--- config.mk ---
export PLATFORM = sky130hd
export DESIGN_NAME = wb_dual_master_switch
export DESIGN_NICKNAME = d
export VERILOG_FILES = /design/src/rtl/wb_switch_pkg.sv /design/src/rtl/wb_switch_watchdog.sv /design/src/rtl/wb_dual_master_switch.sv
export SDC_FILE = /design/constraint.sdc
export NUM_CORES = 1
export LEC_CHECK = 0
export CORE_AREA = 5 5 159 161
export CTS_CLUSTER_SIZE = 28
export DETAILED_ROUTE_END_ITERATION = 6
export DIE_AREA = 0 0 164 166
export GPL_TIMING_DRIVEN = 0
export PLACE_DENSITY = 0.51
export SLEW_MARGIN = 15
export SYNTH_ARGS = -nofsm -noshare
export SYNTH_HDL_FRONTEND = slang
export SYNTH_SLANG_ARGS = --single-unit
export TNS_END_PERCENT = 10
--- constraint.sdc ---
create_clock -name wb_clk_i -period 7.27 [get_ports wb_clk_i]
set_input_delay 1.454 -clock wb_clk_i [delete_from_list [all_inputs] [get_ports wb_clk_i]]
set_output_delay 1.454 -clock wb_clk_i [all_outputs]
set_load 0.1 [all_outputs]
--- src/rtl/wb_switch_pkg.sv ---
// Shared state encoding, bus bundles and default decode constants for the
// dual-master Wishbone switch.
package wb_switch_pkg;

  typedef enum logic [1:0] {
    IDLE = 2'd0,
    OWN0 = 2'd1,
    OWN1 = 2'd2,
    DERR = 2'd3
  } sw_state_e;

  typedef struct packed {
    logic        cyc;
    logic        stb;
    logic        we;
    logic [31:0] adr;
    logic [3:0]  sel;
    logic [31:0] dat;
  } wb_req_t;

  typedef struct packed {
    logic        ack;
    logic        err;
    logic [31:0] dat;
  } wb_rsp_t;

  localparam int unsigned SRAM_DEC_W_DEF     = 8;
  localparam logic [7:0]  SRAM_ADDR_DEF      = 8'h00;
  localparam int unsigned PERIP_DEC_W_DEF    = 4;
  localparam logic [3:0]  PERIP_ADDR_DEF     = 4'h9;
  localparam int unsigned TIMEOUT_CYCLES_DEF = 255;

endpackage

--- src/rtl/wb_switch_watchdog.sv ---
// Counts consecutive unanswered strobe cycles; expired_o flags the cycle whose
// increment would reach TIMEOUT_CYCLES, so the error cycle lands on the next one.
module wb_switch_watchdog #(
  parameter int unsigned TIMEOUT_CYCLES = 255
) (
  input  logic clk_i,
  input  logic rst_i,
  input  logic run_i,
  input  logic clear_i,
  output logic expired_o
);

  localparam int unsigned CNT_W = $clog2(TIMEOUT_CYCLES + 1);
  localparam logic [CNT_W-1:0] LIMIT_M1 = CNT_W'(TIMEOUT_CYCLES - 1);

  logic [CNT_W-1:0] cnt_q, cnt_d;

  assign expired_o = run_i && !clear_i && (cnt_q == LIMIT_M1);

  always_comb begin
    cnt_d = cnt_q + CNT_W'(1);
    if (clear_i || !run_i || expired_o) begin
      cnt_d = '0;
    end
  end

  always_ff @(posedge clk_i) begin
    if (rst_i) begin
      cnt_q <= '0;
    end else begin
      cnt_q <= cnt_d;
    end
  end

endmodule

--- src/rtl/wb_dual_master_switch.sv ---
// Two-master / two-target Wishbone switch: round-robin grant held for a whole
// cyc, MSB address decode, and a one-cycle error for unmapped or timed-out strobes.
module wb_dual_master_switch
  import wb_switch_pkg::*;
#(
  parameter int unsigned            SRAM_DEC_W     = SRAM_DEC_W_DEF,
  parameter logic [SRAM_DEC_W-1:0]  SRAM_ADDR      = SRAM_ADDR_DEF,
  parameter int unsigned            PERIP_DEC_W    = PERIP_DEC_W_DEF,
  parameter logic [PERIP_DEC_W-1:0] PERIP_ADDR     = PERIP_ADDR_DEF,
  parameter int unsigned            TIMEOUT_CYCLES = TIMEOUT_CYCLES_DEF
) (
  input  logic        wb_clk_i,
  input  logic        wb_rst_i,
  input  logic        m0_wb_cyc_i,
  input  logic        m0_wb_stb_i,
  input  logic        m0_wb_we_i,
  input  logic [31:0] m0_wb_adr_i,
  input  logic [3:0]  m0_wb_sel_i,
  input  logic [31:0] m0_wb_dat_i,
  output logic [31:0] m0_wb_dat_o,
  output logic        m0_wb_ack_o,
  output logic        m0_wb_err_o,
  input  logic        m1_wb_cyc_i,
  input  logic        m1_wb_stb_i,
  input  logic        m1_wb_we_i,
  input  logic [31:0] m1_wb_adr_i,
  input  logic [3:0]  m1_wb_sel_i,
  input  logic [31:0] m1_wb_dat_i,
  output logic [31:0] m1_wb_dat_o,
  output logic        m1_wb_ack_o,
  output logic        m1_wb_err_o,
  output logic        t0_wb_cyc_o,
  output logic        t0_wb_stb_o,
  output logic        t0_wb_we_o,
  output logic [31:0] t0_wb_adr_o,
  output logic [3:0]  t0_wb_sel_o,
  output logic [31:0] t0_wb_dat_o,
  input  logic [31:0] t0_wb_dat_i,
  input  logic        t0_wb_ack_i,
  input  logic        t0_wb_err_i,
  output logic        t1_wb_cyc_o,
  output logic        t1_wb_stb_o,
  output logic        t1_wb_we_o,
  output logic [31:0] t1_wb_adr_o,
  output logic [3:0]  t1_wb_sel_o,
  output logic [31:0] t1_wb_dat_o,
  input  logic [31:0] t1_wb_dat_i,
  input  logic        t1_wb_ack_i,
  input  logic        t1_wb_err_i
);

  sw_state_e state_q, state_d;
  logic      owner_q, owner_d;   // current owner in OWN/DERR, last grant in IDLE
  logic      rr_pick;
  logic      gnt_vld;
  wb_req_t   m0_req, m1_req, g_req;
  wb_rsp_t   t0_rsp, t1_rsp, r_rsp;
  logic      sram_hit, perip_hit, unmapped, stb_block;
  logic      wd_run, wd_expired;

  assign m0_req = '{cyc: m0_wb_cyc_i, stb: m0_wb_stb_i, we: m0_wb_we_i,
                    adr: m0_wb_adr_i, sel: m0_wb_sel_i, dat: m0_wb_dat_i};
  assign m1_req = '{cyc: m1_wb_cyc_i, stb: m1_wb_stb_i, we: m1_wb_we_i,
                    adr: m1_wb_adr_i, sel: m1_wb_sel_i, dat: m1_wb_dat_i};
  assign t0_rsp = '{ack: t0_wb_ack_i, err: t0_wb_err_i, dat: t0_wb_dat_i};
  assign t1_rsp = '{ack: t1_wb_ack_i, err: t1_wb_err_i, dat: t1_wb_dat_i};

  // Grant is withheld while reset is high so a reset mid-transfer passes no response.
  assign gnt_vld = !wb_rst_i && (state_q != IDLE);
  assign g_req   = gnt_vld ? (owner_q ? m1_req : m0_req) : '0;

  assign sram_hit  = (g_req.adr[31 -: SRAM_DEC_W] == SRAM_ADDR);
  assign perip_hit = !sram_hit && (g_req.adr[31 -: PERIP_DEC_W] == PERIP_ADDR);
  assign unmapped  = !sram_hit && !perip_hit;
  assign stb_block = (state_q == DERR);

  assign t0_wb_cyc_o = g_req.cyc && sram_hit;
  assign t0_wb_stb_o = g_req.stb && sram_hit && !stb_block;
  assign t0_wb_we_o  = g_req.we;
  assign t0_wb_adr_o = g_req.adr;
  assign t0_wb_sel_o = g_req.sel;
  assign t0_wb_dat_o = g_req.dat;
  assign t1_wb_cyc_o = g_req.cyc && perip_hit;
  assign t1_wb_stb_o = g_req.stb && perip_hit && !stb_block;
  assign t1_wb_we_o  = g_req.we;
  assign t1_wb_adr_o = g_req.adr;
  assign t1_wb_sel_o = g_req.sel;
  assign t1_wb_dat_o = g_req.dat;

  always_comb begin
    r_rsp = '0;
    if (state_q == DERR) begin
      r_rsp.err = 1'b1;
    end else if (sram_hit) begin
      r_rsp = t0_rsp;
    end else if (perip_hit) begin
      r_rsp = t1_rsp;
    end
  end

  assign m0_wb_dat_o = (gnt_vld && !owner_q) ? r_rsp.dat : '0;
  assign m0_wb_ack_o = gnt_vld && !owner_q && r_rsp.ack;
  assign m0_wb_err_o = gnt_vld && !owner_q && r_rsp.err;
  assign m1_wb_dat_o = (gnt_vld && owner_q) ? r_rsp.dat : '0;
  assign m1_wb_ack_o = gnt_vld && owner_q && r_rsp.ack;
  assign m1_wb_err_o = gnt_vld && owner_q && r_rsp.err;

  assign wd_run = gnt_vld && !stb_block && g_req.stb && !r_rsp.ack && !r_rsp.err;

  wb_switch_watchdog #(
    .TIMEOUT_CYCLES(TIMEOUT_CYCLES)
  ) u_watchdog (
    .clk_i     (wb_clk_i),
    .rst_i     (wb_rst_i),
    .run_i     (wd_run),
    .clear_i   (stb_block),
    .expired_o (wd_expired)
  );

  assign rr_pick = (m0_wb_cyc_i && m1_wb_cyc_i) ? !owner_q : m1_wb_cyc_i;

  always_comb begin
    state_d = state_q;
    owner_d = owner_q;
    unique case (state_q)
      IDLE: begin
        if (m0_wb_cyc_i || m1_wb_cyc_i) begin
          owner_d = rr_pick;
          state_d = rr_pick ? OWN1 : OWN0;
        end
      end
      OWN0, OWN1: begin
        if (!g_req.cyc) begin
          state_d = IDLE;
        end else if ((g_req.stb && unmapped) || wd_expired) begin
          state_d = DERR;
        end
      end
      DERR: begin
        state_d = !g_req.cyc ? IDLE : (owner_q ? OWN1 : OWN0);
      end
      default: state_d = IDLE;
    endcase
  end

  always_ff @(posedge wb_clk_i) begin
    if (wb_rst_i) begin
      state_q <= IDLE;
      owner_q <= 1'b1;
    end else begin
      state_q <= state_d;
      owner_q <= owner_d;
    end
  end

endmodule

# == Word level (Yosys, flattened, before mapping) ==
# Cells that the tools add are included.
# op_classes
add_sub_neg,1
n_eq_ne,7
n_mux,17
reduce_logical,42
# ops
operator,n
two-way mux 71 bit,2
two-way mux 32 bit,3
two-way mux 34 bit,2
logical AND 1 bit,23
two-way mux 2 bit,6
adder 8 x 1 -> 8 bit (second input constant),1
== test 8 bit (second input constant),1
zero test 1 bit,8
zero test 8 bit,1
case mux 2 bit (3 select lines),1
== test 2 bit (second input constant),2
== test 4 bit (second input constant),1
logical OR 1 bit,4
AND reduction 2 bit,2
OR reduction 2 bit,2
two-way mux 1 bit,3
inequality test 3 bit (second input constant),1
== test 2 x 1 -> 1 bit (second input constant),1
zero test 2 bit,1
inequality test 2 bit (second input constant),1
nonzero test 2 bit,1
# totals
regBits,11
out_inout_bits,210
inputBits,212

# == Depth between registers and ports, before layout ==
# Gate-level depths: netlist (run 1).
# depth
word_depth,18
mapped_depth,10
depth_no_buf,7

# == Modules after synthesis ==
# Synthesis (run 1) repeated with hierarchy kept, for this count alone.
# hier_totals
cells_unflattened,374
hier_area_um2,2766.4
# by_module_without_submodules
module,area_each_um2,instances,cells_per_inst,seq_area_each_um2
wb_dual_master_switch,2386.0,1,332,60.1
wb_switch_watchdog,380.4,1,42,160.2

# == Worst setup path after synthesis (run 1) ==
# No wires, ideal clock.
# synth_path
path_kind,input to output
from,in wb_rst_i
to,out m0_wb_err_o
t_arrival_ps,4513
slack_ps,1303
t_required_ps,5816
stages,6
cell_sequence,or2_1 buf_6 nor3_1 a31oi_1 a21boi_0 nor3_1
# synth_via
elab_chain_cells,10
word_cells_on_any_way,12
classes_between,eq/ne (1); mux (4); reduce/logical (7)
# synth_lines
element,line,rtl
from (decl),wb_dual_master_switch.sv:13,"input logic wb_rst_i,"
zero test 1 bit (*),wb_dual_master_switch.sv:69,assign gnt_vld = !wb_rst_i && (state_q != IDLE);
logical AND 1 bit (*),wb_dual_master_switch.sv:69,
two-way mux 71 bit,wb_dual_master_switch.sv:70,assign g_req = gnt_vld ? (owner_q ? m1_req : m0_req) : '0;
zero test 8 bit,wb_dual_master_switch.sv:72,assign sram_hit = (g_req.adr[31 -: SRAM_DEC_W] == SRAM_ADDR);
zero test 1 bit,wb_dual_master_switch.sv:73,assign perip_hit = !sram_hit && (g_req.adr[31 -: PERIP_DEC_W] == PERIP_ADDR);
logical AND 1 bit,wb_dual_master_switch.sv:73,
two-way mux 34 bit,wb_dual_master_switch.sv:96,end else if (perip_hit) begin
two-way mux 34 bit,wb_dual_master_switch.sv:94,end else if (sram_hit) begin
two-way mux 1 bit,wb_dual_master_switch.sv:92,if (state_q == DERR) begin
logical AND 1 bit (*),wb_dual_master_switch.sv:103,assign m0_wb_err_o = gnt_vld && !owner_q && r_rsp.err;
to (decl),wb_dual_master_switch.sv:22,"output logic m0_wb_err_o,"
# Mark *: on every way between the ends. The rest lies on a longest branch, timed or not.

# == Worst setup path after layout (run 1) ==
# layout_path
from,in wb_rst_i
to,out t1_wb_adr_o[10]
# layout_via
elab_chain_cells,3
# layout_lines
element,line,rtl
zero test 1 bit,wb_dual_master_switch.sv:69,
logical AND 1 bit,wb_dual_master_switch.sv:69,
two-way mux 71 bit,wb_dual_master_switch.sv:70,
to (decl),wb_dual_master_switch.sv:44,"output logic [31:0] t1_wb_adr_o,"
# Every way passes these cells.

==> results.md, run 1 <==
- Diodes inserted: 0
- Clk pwr share: 0.077
- Slew Limit Fails: 0
- Proportion of layout cells with a drive suffix above 1: 0.112
- TritonCTS clock tree: yes
- Reg-to-reg startpoint: state_q[0]
- Worst Setup Slack, final: 0.551 ns
- Register area: 220 um^2
- Detail Placement HPWL: 18400 um
- Via count: 4381
- Commonest cells after routing, fill and taps aside: clkdlybuf4s50_1, nor2_1, buf_4
- Most common flop cell mapped by yosys: dfxtp_1
- DRC: 0
- Power Total: 1310 uW
- Worst r2r path cells: 9
- Post-CTS Hold Buffers: 0
- Seq cells post-synth: 11
- Nets: 1015
- Final ANT Viol Nets: 0
- Die Height: 166 um
- Fin area: 0.00728 mm^2
- Max-Cap Viols: 0
- Async set-reset flop share out of synthesis: 0
- H-Tree Depth: 1
- Post-DP Area: a little over 0.007 mm^2
- Postcts setup bufs: 0
- Worst-case clock buffer depth: 2
- Final Critical Period: roughly 6.7 ns
- Worst hold path depth: 1
- Fmax: 149 MHz
- Ys Warns: 0
- Synthesis-to-layout area growth: 182%
- Antenna violations before repair: 2
- CTS root buf: clkbuf_16
- Hold_sp: u_watchdog.cnt_q[0]
- Worst skew pair latency: 0.24 ns
- VDD IR max: 0.0677 mV
- Final Hold Viols: 0
- Crit path launch type: input pin
- Worst Path Max Fanout: 10
- Post-synth EDFFs: 0
- Starting density of the core: 0.109
- Row cnt: 57
- I/O pins: ~420
- Mapped Nets: 589
- RePlAce Congestion: 0.846
- Wire per inst: roughly 19 um
- Clock Sinks: 11
- Hold Crit Class: flip-flop to flip-flop
- Gr usage total: 0.139
- Setup TNS: 0 ns
- Final setup viols: 0
- CP Data Required Time: 5.82 ns
- Clock Skew: roughly 0.0022 ns
- Clock-pin slew on the worst setup and hold paths: 0.04 ns
- IO Port Bufs: between 400 and 500
- Largest net degree at the start of global routing: 11
- Pint: about 480 uW
- Most common cell after layout, fill and taps aside: clkdlybuf4s50_1
- Measured slew at the worst slew-check pin: 1.19 ns
- Pwr dens: 179 mW/mm^2
- Full die area: 0.0272 mm^2
- Syn Inst Count: about 370
- Arrival time worst endpoint: 5.27 ns
- Via density: 3.90
- Reg power frac: 0.050
- Iteration-0 DRC Markers: 164
- Sw Share: 0.635
- Final WL: 20900 um
- Post-synth cell types: 40
- Filler cells: approximately 2600
- Syn avg cell area: 6.93 um^2
- RSZ-0062 raised after global routing: no
- First drt pass iteration count: 4
- Sequential cell area fraction in the yosys report: 0.0852
- Outcome: completed
- Vias in the first global route: 4525
- Crit. End Element: output pin
- Final core utilization: 0.306
- Gr ovfl total: 0
- Resize count post-CTS: 0
- Critical R2R Capture: state_q[1]
- R2r setup slk: roughly 4.9 ns
- TritonCTS buffer count: 3
- Relative slew margins: 0.203
- Hold Path Sink: u_watchdog.cnt_q[0]
- First-pass GRT wire length: 28900 um
- Lkg Pwr: roughly 0.0027 uW
- Multi-input gate area: 0.00167 mm^2
- Core area: 0.0238 mm^2
- Combinational Power Share: 0.873
- Die extent in x: ~160 um
- Cell area after synthesis: 0.00258 mm^2
- Setup CP Type: input pin to output pin
- DP Worst Slack: 0.359 ns
- Switching pwr: 830 uW
- Final critical-path share of the clock period: 0.924
-- power groups by stage --
| stage | Clock (uW) | Sequential, uW | Combinational [uW] |
|---|---|---|---|
| 2_1_floorplan | 0 | 65.7 | 809 |
| 3_3_place_gp | 0 | 66.2 | 1150 |
| 3_5_place_dp | 0 | 66.2 | 1150 |
| 4_1_cts | 104 | 65.1 | 1150 |
| 5_1_grt | 108 | 65.4 | 1180 |
| 6_report | 101 | 65.1 | 1140 |
-- sequential cells by signal (all words and copies together), names as in the netlist --
register,flops
state_q,2
owner_q,1
u_watchdog.cnt_q,8
-- cell usage after synthesis, types with 2 or more instances --
cell | n | area [um^2]
or3_1 | 2 | 12.5
a21o_1 | 2 | 15.0
clkbuf_1 | 22 | 82.6
o21ai_0 | 2 | 10.0
and2_1 | 3 | 18.8
a21oi_1 | 5 | 25.0
nor3_1 | 6 | 30.0
a22o_1 | 61 | 534
xnor2_1 | 3 | 26.3
dfxtp_1 | 11 | 220
buf_2 | 4 | 20.0
buf_4 | 72 | 541
nor2_1 | 93 | 349
xor2_1 | 3 | 26.3
nand2_1 | 5 | 18.8
nand3_1 | 5 | 25.0
ha_1 | 4 | 50.1
buf_6 | 3 | 33.8
inv_1 | 3 | 11.3
a31oi_1 | 5 | 31.3
mux2i_1 | 8 | 80.1
a22oi_1 | 33 | 248
-- worst max path at each step --
stage | slack (ns) | depth (start not counted) | endpoint | start
after floorplan | 1.30 | 6 | m0_wb_err_o | wb_rst_i
after global placement | 0.38 | 8 | t1_wb_adr_o[10] | wb_rst_i
after detailed placement | 0.36 | 8 | t1_wb_adr_o[10] | wb_rst_i
after CTS | 0.36 | 8 | t1_wb_adr_o[10] | wb_rst_i
after global routing | 0.27 | 8 | t1_wb_adr_o[10] | wb_rst_i
final | 0.55 | 8 | t1_wb_adr_o[10] | wb_rst_i
-- metal layers --
layer | vias up | global-route usage | wire, um
met2 | 247 | 0.263 | 10800
met5 | - | 0 | 26
met4 | 4 | 0.0266 | 367
li1 | 2128 | - | -
met3 | 20 | 0.0437 | 1930
met1 | 1982 | 0.152 | 7830
-- metrics by stage --
stage / std cells / hold slack, ns
5_1_grt: 1122 / 0.482
2_1_floorplan: 373 / 0.430
4_1_cts: 1122 / 0.460
3_3_place_gp: 1118 / 0.446
3_5_place_dp: 1118 / 0.450
6_report: 1122 / 0.455
-- critical path: stages --
cell and delay [ns]:
clkdlybuf4s50_1 0.48, or2_1 0.27, buf_6 0.15, nor2_1 0.57
clkbuf_1 0.67, a22o_1 0.36, buf_4 0.15, clkdlybuf4s50_1 1.14
-- cell type report --
type | count | share of cell area
inverter | 3 | 0.00155
tap | 324 | 0.0557
buffer | 102 | 0.0935
clock buffer | 4 | 0.0108
sequential | 11 | 0.0302
timing repair buffer | 421 | 0.579
multi-input combinational | 257 | 0.230
-- cell families (layout without fill, tap and decap cells) --
kind of cell	after synthesis	after routing	synth area share
adder cells (fa/ha/maj)	4	4	0.0194
XOR/XNOR	6	6	0.0203
AO/OA/AOI/OAI	114	114	0.358
AND/OR/NAND/NOR	123	123	0.205
buffers and inverters	105	530	0.268
multiplexers	10	10	0.0440
flip-flops	11	11	0.0852
Power figures use the tool's default switching activity.
==> run 2, diff against run 1 <==
- PLACE_DENSITY: 0.51 -> 0.57
- SKIP_CTS_REPAIR_TIMING: unset -> 1
==> results.md, run 2 (synthesized netlist as in run 1, its figures left out) <==
- Commonest cells after routing, fill and taps aside: clkdlybuf4s50_1, nor2_1, buf_4 (unchanged)
- Critical R2R Capture: state_q[1] (unchanged)
- DRC: 0 (unchanged)
- Filler cells: 2578 (was 2593)
- Arrival time worst endpoint: 5.24 ns (was 5.27 ns)
- Multi-input gate area: 0.00167 mm^2 (unchanged)
- Lkg Pwr: 0.00273 uW (about the same)
- Final WL: 21500 um (was 20900 um)
- Slew Limit Fails: 0 (unchanged)
- Nets: 1015 (unchanged)
- TritonCTS buffer count: 3 (unchanged)
- Final critical-path share of the clock period: 0.920 (was 0.924)
- RePlAce Congestion: 0.833 (was 0.846)
- Vias in the first global route: 4484 (was 4525)
- Pwr dens: 180 mW/mm^2 (was 179 mW/mm^2)
- Core area: 0.0238 mm^2 (unchanged)
- Clock Skew: 0.00158 ns (was 0.00220 ns)
- Via density: 3.94 (was 3.90)
- Final Critical Period: 6.69 ns (was 6.72 ns)
- Setup CP Type: input pin to output pin (unchanged)
- Gr ovfl total: 0 (unchanged)
- Clock-pin slew on the worst setup and hold paths: 0.04 ns (about the same)
- Cell mode on critical path: clkdlybuf4s50_1 (unchanged)
- Fmax: 149 MHz (about the same)
- Worst hold path depth: 1 (unchanged)
- Largest net degree at the start of global routing: 11 (unchanged)
- CP cell instances: clkdlybuf4s50_1, or2_1, buf_6, nor2_1, clkbuf_1, a22o_1, buf_4, clkdlybuf4s50_1 (unchanged)
- Crit. End Element: output pin (unchanged)
- Post-DP Area: 0.00720 mm^2 (unchanged)
- RSZ-0062 raised after global routing: no (unchanged)
- VDD IR max: 0.0813 mV (was 0.0677 mV)
- Measured slew at the worst slew-check pin: 1.15 ns (was 1.19 ns)
- Die extent in x: 164 um (unchanged)
- Gr usage total: 0.143 (was 0.139)
- Max-Cap Viols: 0 (unchanged)
- Worst-case clock buffer depth: 2 (unchanged)
- First-pass GRT wire length: 29800 um (was 28900 um)
- Register area: 220 um^2 (unchanged)
- Worst Path Max Fanout: 10 (unchanged)
- Reg-to-reg startpoint: state_q[0] (unchanged)
- Iteration-0 DRC Markers: 225 (was 164)
- Relative slew margins: 0.231 (was 0.203)
- Row cnt: 57 (unchanged)
- Clock Sinks: 11 (unchanged)
- Fin area: 0.00728 mm^2 (about the same)
- Biggest regs: u_watchdog.cnt_q (8), state_q (2), owner_q (1) (unchanged)
- Crit path launch type: input pin (unchanged)
- Hold Path Sink: u_watchdog.cnt_q[0] (unchanged)
- Wire per inst: 19.1 um (was 18.7 um)
- CTS root buf: clkbuf_16 (unchanged)
- I/O pins: 422 (unchanged)
- Worst r2r path cells: 9 (unchanged)
- Via count: 4418 (was 4381)
- Outcome: completed (unchanged)
- Most common cell after layout, fill and taps aside: clkdlybuf4s50_1 (unchanged)
- Hold_sp: u_watchdog.cnt_q[0] (unchanged)
- H-Tree Depth: 1 (unchanged)
- TritonCTS clock tree: yes (unchanged)
- Register with the most flip-flops: u_watchdog.cnt_q (unchanged)
- First drt pass iteration count: 4 (unchanged)
- Synthesis-to-layout area growth: 182% (about the same)
- R2r setup slk: 4.80 ns (was 4.94 ns)
- Worst skew pair latency: 0.24 ns (about the same)
- Hold Crit Class: flip-flop to flip-flop (unchanged)
- Max reg flops: 8 (unchanged)
- Final Hold Viols: 0 (unchanged)
- Final setup viols: 0 (unchanged)
- Full die area: 0.0272 mm^2 (unchanged)
- Setup TNS: 0 ns (unchanged)
- Die Height: 166 um (unchanged)
- Starting density of the core: 0.109 (unchanged)
- Diodes inserted: 0 (unchanged)
- Proportion of layout cells with a drive suffix above 1: 0.113 (was 0.112)
- Worst path max stage delay: 1.14 ns (about the same)
- Final ANT Viol Nets: 0 (unchanged)
- CP Data Required Time: 5.82 ns (about the same)
- Slowest-stage cell, CP: clkdlybuf4s50_1 (unchanged)
- Antenna violations before repair: 0 (was 2)
- Detail Placement HPWL: 18800 um (was 18400 um)
- IO Port Bufs: 421 (unchanged)
-- run 2: cell count changes in the layout (fill, tap and decap cells not counted), sizes merged --
cell    before  now
clkbuf      26   25
clkinv       0    1
-- run 2: per-layer routing --
metal,global-route usage,wire [um],up-vias
li1,-,-,2134
met1,0.160,8310,2049
met2,0.275,11100,224
met3,0.0472,2030,11
met4,0.00766,58,0
met5,0,0,-
-- run 2: metrics by stage --
| step | worst slack (ns) | hold slack, ns | std cells | util | power [uW] |
|---|---|---|---|---|---|
| after global routing | 0.332 | 0.511 | 1122 | 0.306 | 1360 |
| final | 0.580 | 0.462 | 1122 | 0.306 | 1310 |
| after floorplan | 1.30 | 0.430 | 373 | - | 874 |
| after CTS | 0.400 | 0.467 | 1122 | 0.306 | 1330 |
| after detailed placement | 0.411 | 0.457 | 1118 | 0.302 | 1220 |
| after global placement | 0.450 | 0.446 | 1118 | 0.302 | 1220 |
-- run 2: power breakdown --
part           leakage (uW)  switching, uW  internal, uW
combinational       0.00260            807           340
clock             0.0000409           29.6          73.0
sequential        0.0000893           2.08          63.1
-- run 2: critical path: cells and delay by family --
| kind | cells | cell delay [ns] |
|---|---|---|
| buffers and inverters | 5 | 2.53 |
| AND/OR/NAND/NOR | 2 | 0.91 |
| AO/OA/AOI/OAI | 1 | 0.34 |
-- run 2: cell type report --
| cell class | instances | area share |
|---|---|---|
| clock buffers | 3 | 0.0103 |
| well taps | 324 | 0.0557 |
| inverters | 3 | 0.00155 |
| plain buffers | 102 | 0.0934 |
| repair buffers | 421 | 0.578 |
| clock inverters | 1 | 0.000687 |
| flip-flops and latches | 11 | 0.0302 |
| multi-input cells | 257 | 0.230 |
-- run 2: worst max path at each step --
| stage | start | end | slack (ns) | cells after the start |
|---|---|---|---|---|
| floorplan | wb_rst_i | m0_wb_err_o | 1.30 | 6 |
| global placement | wb_rst_i | t1_wb_adr_o[8] | 0.45 | 8 |
| detailed placement | wb_rst_i | t1_wb_adr_o[8] | 0.41 | 8 |
| CTS | wb_rst_i | t1_wb_adr_o[8] | 0.40 | 8 |
| global route | wb_rst_i | t1_wb_adr_o[8] | 0.33 | 8 |
| finish | wb_rst_i | t1_wb_adr_o[8] | 0.58 | 8 |
